[config.mk]
export PLATFORM = sky130hd
export DESIGN_NAME = fp_mult_param
export DESIGN_NICKNAME = d
export VERILOG_FILES = /design/src/rtl/fp_mult_param.sv
export SDC_FILE = /design/constraint.sdc
export NUM_CORES = 2
export LEC_CHECK = 0
export BUFFER_PORTS_ARGS = -buffer_cell sky130_fd_sc_hd__buf_4
export CAP_MARGIN = 20
export CORE_AREA = 2 2 545 276
export DETAILED_ROUTE_END_ITERATION = 10
export DIE_AREA = 0 0 547 278
export SYNTH_ARGS = -nofsm -noshare
export SYNTH_HDL_FRONTEND = slang
export SYNTH_SLANG_ARGS = --single-unit
[constraint.sdc]
create_clock -name CLK -period 14 [get_ports CLK]
set_input_delay 3.5 -clock CLK [delete_from_list [all_inputs] [get_ports CLK]]
set_output_delay 3.5 -clock CLK [all_outputs]
set_load 0.03 [all_outputs]
[src/rtl/fp_mult_param.sv]
// Parametrised IEEE-754 multiplier: byte-serial operand load, sliced multiply, RNE rounding, byte-serial result.
// Define FP_MULT_PARAM_SUBNORMAL_EN for gradual underflow; otherwise subnormal inputs and tiny results flush to zero.
module fp_mult_param #(
    parameter int unsigned EXP_W  = 11,
    parameter int unsigned FRAC_W = 52,
    parameter int unsigned MUL_W  = 14
) (
    input  logic       CLK,
    input  logic       RESET,
    input  logic       IN_VALID,
    output logic       IN_READY,
    input  logic [7:0] DATA_IN,
    output logic       OUT_VALID,
    input  logic       OUT_READY,
    output logic [7:0] DATA_OUT
);
    localparam int unsigned W      = 1 + EXP_W + FRAC_W;
    localparam int unsigned NBYTES = W / 8;
    localparam int unsigned SW     = FRAC_W + 1;
    localparam int unsigned PW     = 2 * SW;
    localparam int unsigned K      = (SW + MUL_W - 1) / MUL_W;
    localparam int unsigned BPW    = K * MUL_W;
    localparam int unsigned EW     = EXP_W + 3;
    localparam int unsigned ICW    = $clog2(2 * NBYTES + 1);
    localparam int unsigned OCW    = $clog2(NBYTES + 1);
    localparam int unsigned MCW    = $clog2(K + 1);
    localparam int unsigned BIAS   = (1 << (EXP_W - 1)) - 1;
    localparam int unsigned EMAX   = (1 << EXP_W) - 1;
    localparam logic [W-1:0] QUIET = W'(1) << (FRAC_W - 1);

    typedef enum logic [2:0] {
        S_LOAD, S_UNPACK, S_MULT, S_ROUND, S_PACK, S_SEND
    } state_t;

    state_t               state_q, state_d;
    logic [ICW-1:0]       in_cnt_q, in_cnt_d;
    logic [2*W-1:0]       op_q, op_d;
    logic [OCW-1:0]       out_cnt_q, out_cnt_d;
    logic [W-1:0]         out_sh_q, out_sh_d;
    logic                 in_ready_q, in_ready_d;
    logic                 out_valid_q, out_valid_d;
    logic [7:0]           data_out_q, data_out_d;
    logic                 sign_q, sign_d;
    logic signed [EW-1:0] ea_q, ea_d, eb_q, eb_d;
    logic [SW-1:0]        sig_a_q, sig_a_d;
    logic [BPW-1:0]       sig_b_q, sig_b_d;
    logic [PW-1:0]        prod_q, prod_d;
    logic [MCW-1:0]       mcnt_q, mcnt_d;
    logic [W-1:0]         res_q, res_d;

    // Operand field split and classification
    logic [W-1:0]      a_w, b_w;
    logic              a_s, b_s;
    logic [EXP_W-1:0]  a_e, b_e;
    logic [FRAC_W-1:0] a_f, b_f;
    logic              a_nan, b_nan, a_inf, b_inf, a_zero, b_zero;

    assign a_w = op_q[2*W-1:W];
    assign b_w = op_q[W-1:0];
    assign {a_s, a_e, a_f} = a_w;
    assign {b_s, b_e, b_f} = b_w;
    assign a_inf = (a_e == '1) && (a_f == '0);
    assign b_inf = (b_e == '1) && (b_f == '0);
    assign a_nan = (a_e == '1) && (a_f != '0);
    assign b_nan = (b_e == '1) && (b_f != '0);
`ifdef FP_MULT_PARAM_SUBNORMAL_EN
    assign a_zero = (a_e == '0) && (a_f == '0);
    assign b_zero = (b_e == '0) && (b_f == '0);
`else
    assign a_zero = (a_e == '0);
    assign b_zero = (b_e == '0);
`endif

    // Significand normalisation to 1.f with unbiased exponent
    logic [SW-1:0]        a_sig, b_sig;
    logic signed [EW-1:0] a_exp, b_exp;

`ifdef FP_MULT_PARAM_SUBNORMAL_EN
    localparam int unsigned LZW = $clog2(SW + 1);
    logic [LZW-1:0] a_lzc, b_lzc;

    // Leading zeros of {0, frac}; only meaningful for nonzero subnormal fractions
    always_comb begin : lzc
        a_lzc = '0;
        b_lzc = '0;
        for (int i = 0; i < int'(FRAC_W); i++) begin
            if (a_f[i]) a_lzc = LZW'(int'(FRAC_W) - i);
            if (b_f[i]) b_lzc = LZW'(int'(FRAC_W) - i);
        end
    end

    always_comb begin : normalise
        a_sig = {1'b1, a_f};
        b_sig = {1'b1, b_f};
        a_exp = EW'(a_e) - EW'(BIAS);
        b_exp = EW'(b_e) - EW'(BIAS);
        if (a_e == '0) begin
            a_sig = {1'b0, a_f} << a_lzc;
            a_exp = EW'(1) - EW'(BIAS) - EW'(a_lzc);
        end
        if (b_e == '0) begin
            b_sig = {1'b0, b_f} << b_lzc;
            b_exp = EW'(1) - EW'(BIAS) - EW'(b_lzc);
        end
    end
`else
    always_comb begin : normalise
        a_sig = {1'b1, a_f};
        b_sig = {1'b1, b_f};
        a_exp = EW'(a_e) - EW'(BIAS);
        b_exp = EW'(b_e) - EW'(BIAS);
    end
`endif

    // Product normalisation, optional denormalisation, and round-to-nearest-even
    logic                 pm, tiny, rup;
    logic [PW-1:0]        nrm, dn;
    logic signed [EW-1:0] e_pre, e_fin;
    logic [SW-1:0]        mant;
    logic [SW:0]          sum;
    logic [FRAC_W-1:0]    frac;
    logic [W-1:0]         rnd_res;
`ifdef FP_MULT_PARAM_SUBNORMAL_EN
    localparam int unsigned SHW = $clog2(FRAC_W + 3);
    logic [EW-1:0]  rsh;
    logic [SHW-1:0] sh_amt;
`endif

    always_comb begin : round_dp
        pm      = prod_q[PW-1];
        nrm     = pm ? prod_q : (prod_q << 1);
        e_pre   = ea_q + eb_q + EW'(BIAS) + EW'(pm);
        tiny    = e_pre[EW-1] || (e_pre == '0);
        dn      = nrm;
`ifdef FP_MULT_PARAM_SUBNORMAL_EN
        rsh     = EW'(1) - e_pre;
        sh_amt  = (rsh > EW'(FRAC_W + 2)) ? SHW'(FRAC_W + 2) : SHW'(rsh);
        if (tiny) begin
            dn    = nrm >> sh_amt;
            dn[0] = dn[0] | (|(nrm & ~({PW{1'b1}} << sh_amt)));
        end
`endif
        mant    = dn[PW-1 -: SW];
        rup     = dn[FRAC_W] & (dn[FRAC_W-1] | (|dn[FRAC_W-2:0]) | mant[0]);
        sum     = {1'b0, mant} + (SW+1)'(rup);
        e_fin   = e_pre;
        frac    = sum[FRAC_W-1:0];
        if (tiny) begin
            e_fin = EW'(sum[FRAC_W]);
        end else if (sum[SW]) begin
            e_fin = e_pre + EW'(1);
            frac  = sum[FRAC_W:1];
        end
        rnd_res = {sign_q, e_fin[EXP_W-1:0], frac};
        if ($unsigned(e_fin) >= EW'(EMAX)) rnd_res = {sign_q, {EXP_W{1'b1}}, {FRAC_W{1'b0}}};
`ifndef FP_MULT_PARAM_SUBNORMAL_EN
        if (tiny) rnd_res = {sign_q, {(W-1){1'b0}}};
`endif
    end

    logic [SW+MUL_W-1:0] part;

    always_comb begin : next_state
        state_d     = state_q;
        in_cnt_d    = in_cnt_q;
        op_d        = op_q;
        out_cnt_d   = out_cnt_q;
        out_sh_d    = out_sh_q;
        in_ready_d  = in_ready_q;
        out_valid_d = out_valid_q;
        data_out_d  = data_out_q;
        sign_d      = sign_q;
        ea_d        = ea_q;
        eb_d        = eb_q;
        sig_a_d     = sig_a_q;
        sig_b_d     = sig_b_q;
        prod_d      = prod_q;
        mcnt_d      = mcnt_q;
        res_d       = res_q;
        part        = (SW+MUL_W)'(sig_a_q) * (SW+MUL_W)'(sig_b_q[MUL_W-1:0]);

        unique case (state_q)
            S_LOAD: begin
                if (IN_VALID && in_ready_q) begin
                    op_d     = {op_q[2*W-9:0], DATA_IN};
                    in_cnt_d = in_cnt_q + ICW'(1);
                    if (in_cnt_q == ICW'(2 * NBYTES - 1)) begin
                        in_cnt_d   = '0;
                        in_ready_d = 1'b0;
                        state_d    = S_UNPACK;
                    end
                end
            end
            S_UNPACK: begin
                sign_d  = a_s ^ b_s;
                state_d = S_PACK;
                if (a_nan) begin
                    res_d = a_w | QUIET;
                end else if (b_nan) begin
                    res_d = b_w | QUIET;
                end else if ((a_zero && b_inf) || (a_inf && b_zero)) begin
                    res_d = {1'b0, {EXP_W{1'b1}}, 1'b1, {(FRAC_W-1){1'b0}}};
                end else if (a_inf || b_inf) begin
                    res_d = {a_s ^ b_s, {EXP_W{1'b1}}, {FRAC_W{1'b0}}};
                end else if (a_zero || b_zero) begin
                    res_d = {a_s ^ b_s, {(W-1){1'b0}}};
                end else begin
                    sig_a_d = a_sig;
                    sig_b_d = BPW'(b_sig);
                    ea_d    = a_exp;
                    eb_d    = b_exp;
                    prod_d  = '0;
                    mcnt_d  = '0;
                    state_d = S_MULT;
                end
            end
            // One MUL_W-bit slice of B per cycle, LSB slice first
            S_MULT: begin
                prod_d  = prod_q + (PW'(part) << (MUL_W * mcnt_q));
                sig_b_d = sig_b_q >> MUL_W;
                mcnt_d  = mcnt_q + MCW'(1);
                if (mcnt_q == MCW'(K - 1)) state_d = S_ROUND;
            end
            S_ROUND: begin
                res_d   = rnd_res;
                state_d = S_PACK;
            end
            S_PACK: begin
                out_sh_d    = res_q;
                data_out_d  = res_q[W-1 -: 8];
                out_valid_d = 1'b1;
                out_cnt_d   = '0;
                state_d     = S_SEND;
            end
            S_SEND: begin
                if (OUT_READY) begin
                    out_sh_d   = out_sh_q << 8;
                    data_out_d = out_sh_q[W-9 -: 8];
                    out_cnt_d  = out_cnt_q + OCW'(1);
                    if (out_cnt_q == OCW'(NBYTES - 1)) begin
                        out_cnt_d   = '0;
                        data_out_d  = '0;
                        out_valid_d = 1'b0;
                        in_ready_d  = 1'b1;
                        state_d     = S_LOAD;
                    end
                end
            end
            default: state_d = S_LOAD;
        endcase
    end

    always_ff @(posedge CLK) begin
        if (RESET) begin
            state_q     <= S_LOAD;
            in_cnt_q    <= '0;
            op_q        <= '0;
            out_cnt_q   <= '0;
            out_sh_q    <= '0;
            in_ready_q  <= 1'b1;
            out_valid_q <= 1'b0;
            data_out_q  <= '0;
            sign_q      <= 1'b0;
            ea_q        <= '0;
            eb_q        <= '0;
            sig_a_q     <= '0;
            sig_b_q     <= '0;
            prod_q      <= '0;
            mcnt_q      <= '0;
            res_q       <= '0;
        end else begin
            state_q     <= state_d;
            in_cnt_q    <= in_cnt_d;
            op_q        <= op_d;
            out_cnt_q   <= out_cnt_d;
            out_sh_q    <= out_sh_d;
            in_ready_q  <= in_ready_d;
            out_valid_q <= out_valid_d;
            data_out_q  <= data_out_d;
            sign_q      <= sign_d;
            ea_q        <= ea_d;
            eb_q        <= eb_d;
            sig_a_q     <= sig_a_d;
            sig_b_q     <= sig_b_d;
            prod_q      <= prod_d;
            mcnt_q      <= mcnt_d;
            res_q       <= res_d;
        end
    end

    assign IN_READY  = in_ready_q;
    assign OUT_VALID = out_valid_q;
    assign DATA_OUT  = data_out_q;

endmodule

==> metrics.txt <==
result of the run complete, no violations; total routing resource utilization after global routing 29.7%; final routed wire length divided by cell count 24.8 um; count of endpoints failing setup in the final report 0; Synth Cell Area 58600 um^2; Worst Tran Pin Value 1.29 ns; fraction of power consumed by the clock network 22.2%; layout overhead on the synthesized area 5.52%; most used flip-flop cell after synthesis dfxtp_1; routed vias 56180; buffers inserted during post-CTS setup optimization 0; total buffers and inverters traversed by the critical path 8; final worst path period share 94.9%; crit path capture type flip-flop; count of cells along the worst hold path 2; Initial DRT Pass Iterations 6; worst path setup slack after routing 0.713 ns; WL met3 32.4 mm; worst min-delay path startpoint out_sh_q[14]$_SDFFE_PP0P_; setup TNS after final layout 0 ns; first-pass GRT wire length 348 mm; Post-synth EDFFs 0; cell type group with the largest total delay on the critical path adder cells; top cells by count, synth nand2_1, inv_1, a21oi_1; fin crit period 13.29 ns; WHS Endpoint out_sh_q[14]$_SDFFE_PP0P_; area taken by multi-input logic gates 43800 um^2; switching power of the nets 3.23 mW; Die X-Extent 547 um; register-to-register setup slack 0.71 ns; area of the core region 148000 um^2; critical path's largest stage delay 1.09 ns; number of standard cells after synthesis 7586; top routing layer in use met5; die area 152000 um^2; via count of the first global-routing pass 52398; DR iter-0 viols 7405; clock tree from TritonCTS done; Net Count, Synth 8494; highest fanout seen on the critical path 29; part of the power in registers 29.7%; final core utilization 41.9%; Critical Path Start Type flip-flop; antenna violations before repair 5; unique cell type count in the Yosys netlist 97; Final nets 8139; number of storage elements in the synthesis netlist 510; number of placed instances with taps included 9166; switch share 50.5%; clk slew on worst S/H paths 0.08 ns; startpoint of the worst-slack reg-to-reg timing path sig_b_q[5]$_SDFFE_PP0P_; # port buffers 21; power density cells 104 nW/um^2; total detailed-routing wirelength 230 mm; detailed route wirelength on metal2 82.1 mm; static leakage power 26.0 nW; DRC 0; Internal 3.17 mW; I/O pin total 22; share of the yosys chip area belonging to registers 17.4%; Avg Synthesized Cell Area 7.72 um^2; area share of the leading cell type in the synthesized netlist 21.0%; final-report hold violation count 0; H-tree lvl count 2; pin count of the biggest net entering global routing 92; routed length on met1 112 mm; maximum achievable frequency 0.0753 GHz; required arrival time at the worst endpoint 14.55 ns; synth top area cells fa_1, dfxtp_1, nand2_1; Layout Cells excl Fill 9260; Comb power frac 48.2%; RSZ-0062 raised after global routing false; count of yosys warnings during synthesis 0; die outline height 278 um; final max-slew violation count 0; Critical Setup Path Class reg2reg; fillers 15002; maximum root-to-sink buffer count 3; fraction of layout cells with a size suffix above 1 4.90%; Final GP Congestion 1.03; most numerous cell in the Yosys netlist nand2_1; Initial Utilization 39.7%; Max Clock Skew 0.0258 ns; Reg area 10200 um^2; Max-Cap Viols 0; number of CTS-inserted buffers 49; Reg2Reg Capture Point prod_q[104]$_SDFFE_PP0P_; Max IR drop VDD 0.414 mV; number of cell instances on the worst register-to-register path 37; num rows 100; library cell occupying the most area in the post-synthesis netlist fa_1; later-pin clock latency in the skew report 0.66 ns; total gr overflow 0; root cell of the clock tree clkbuf_16; headroom to the max-slew limit 13.3%; Slowest-stage cell, CP a2111oi_2; number of nets still failing antenna checks after routing 0; Arrival @ worst endpoint 13.84 ns; fraction of registers with async set or reset after synthesis 0%; worst hold-check path type reg2reg; clk sinks 510; setup slack at placement 1.10 ns; PnR Total Power 6.40 mW; DP Wirelength 180 mm; detailed-route vias per instance 6.07
[how the worst max path moves through the flow]
stage,cells after the start,slack [ns],from,to
3_3_place_gp,36,1.22,sig_b_q[3]$_SDFFE_PP0P_,prod_q[104]$_SDFFE_PP0P_
6_report,37,0.71,sig_b_q[5]$_SDFFE_PP0P_,prod_q[104]$_SDFFE_PP0P_
4_1_cts,36,1.05,sig_b_q[3]$_SDFFE_PP0P_,prod_q[104]$_SDFFE_PP0P_
3_5_place_dp,36,1.10,sig_b_q[3]$_SDFFE_PP0P_,prod_q[104]$_SDFFE_PP0P_
2_1_floorplan,39,3.89,sig_b_q[5]$_SDFFE_PP0P_,prod_q[104]$_SDFFE_PP0P_
5_1_grt,36,0.22,sig_b_q[3]$_SDFFE_PP0P_,prod_q[104]$_SDFFE_PP0P_
[through the flow]
stage	instance area, um^2	hold slack [ns]
final	61800	0.454
after global routing	61800	0.471
after CTS	61800	0.453
after detailed placement	60200	0.445
after global placement	60200	0.438
after floorplan	58600	0.431
[power groups by stage]
stage / Combinational, mW / Sequential, mW / Clock, mW
2_1_floorplan: 2.15 / 1.69 / 0
3_3_place_gp: 2.95 / 1.91 / 0
3_5_place_dp: 2.98 / 1.92 / 0
4_1_cts: 2.99 / 1.88 / 1.43
5_1_grt: 3.32 / 1.92 / 1.48
6_report: 3.08 / 1.90 / 1.42
[worst reg2reg max path, delay by kind of cell, from the launching register on]
kind / cells / cell delay (ns)
flops: 1 / 0.92
fa+ha+maj: 8 / 4.05
mux: 2 / 0.32
xor+xnor: 1 / 0.41
simple gates: 10 / 2.49
compound gates: 8 / 3.91
buf+inv: 8 / 1.06
[cell usage in the layout (no fill, tap or decap), types with 37 or more instances in the layout]
cell and instances:
dfxtp_1 497, ha_1 280, o21a_1 39, a21o_1 99, buf_4 128, o21bai_1 43, a211oi_1 68, nand2_1 1252
nand3_1 117, nor2_1 570, mux2_2 39, a31oi_1 51, nor4_1 101, xnor2_1 118, nor2b_1 37, a22oi_1 122
a21oi_1 651, clkbuf_16 49, nor3_1 91, fa_1 613, mux2i_1 100, and2_1 309, o221ai_1 61, xor2_1 95
nand4_1 93, o21ai_0 271, and3_1 44, inv_1 703
[area by class of cell]
type	count	share of cell area [%]
clock buffer	66	2.23
multi-input combinational	5831	70.9
sequential	510	16.5
tap	1989	4.03
timing repair buffer	131	1.61
inverter	708	4.30
antenna	1	0.00405
clock inverter	24	0.368
[registers in the layout, indices dropped and copies added, names as in the netlist]
signal and cells:
op_q 128, prod_q 106, res_q 64, out_sh_q 56, sig_a_q 53, sig_b_q 53
ea_q 12, eb_q 12, DATA_OUT 8, in_cnt_q 5, out_cnt_q 4, mcnt_q 3
state_q 3, IN_READY 1, OUT_VALID 1, sign_q 1
[logic make-up after synthesis]
kind of cell | Yosys count | synth area share [%]
xor+xnor | 215 | 3.21
buf+inv | 1245 | 8.04
fa+ha+maj | 896 | 27.0
flops | 510 | 17.4
mux | 149 | 2.84
simple gates | 2774 | 21.7
compound gates | 1797 | 19.8
[routing by layer]
metal	GRT usage [%]	vias up
li1	-	24916
met1	48.9	27826
met2	36.5	3205
met3	9.81	227
met4	4.07	6
met5	0	-
[what timing repair did]
action                     in CTS  in global routing
setup endpoints to repair       0                  1
hold buffers                    0                  0
resized for setup               0                  1
Note: power is estimated with default switching activity, not from simulation.
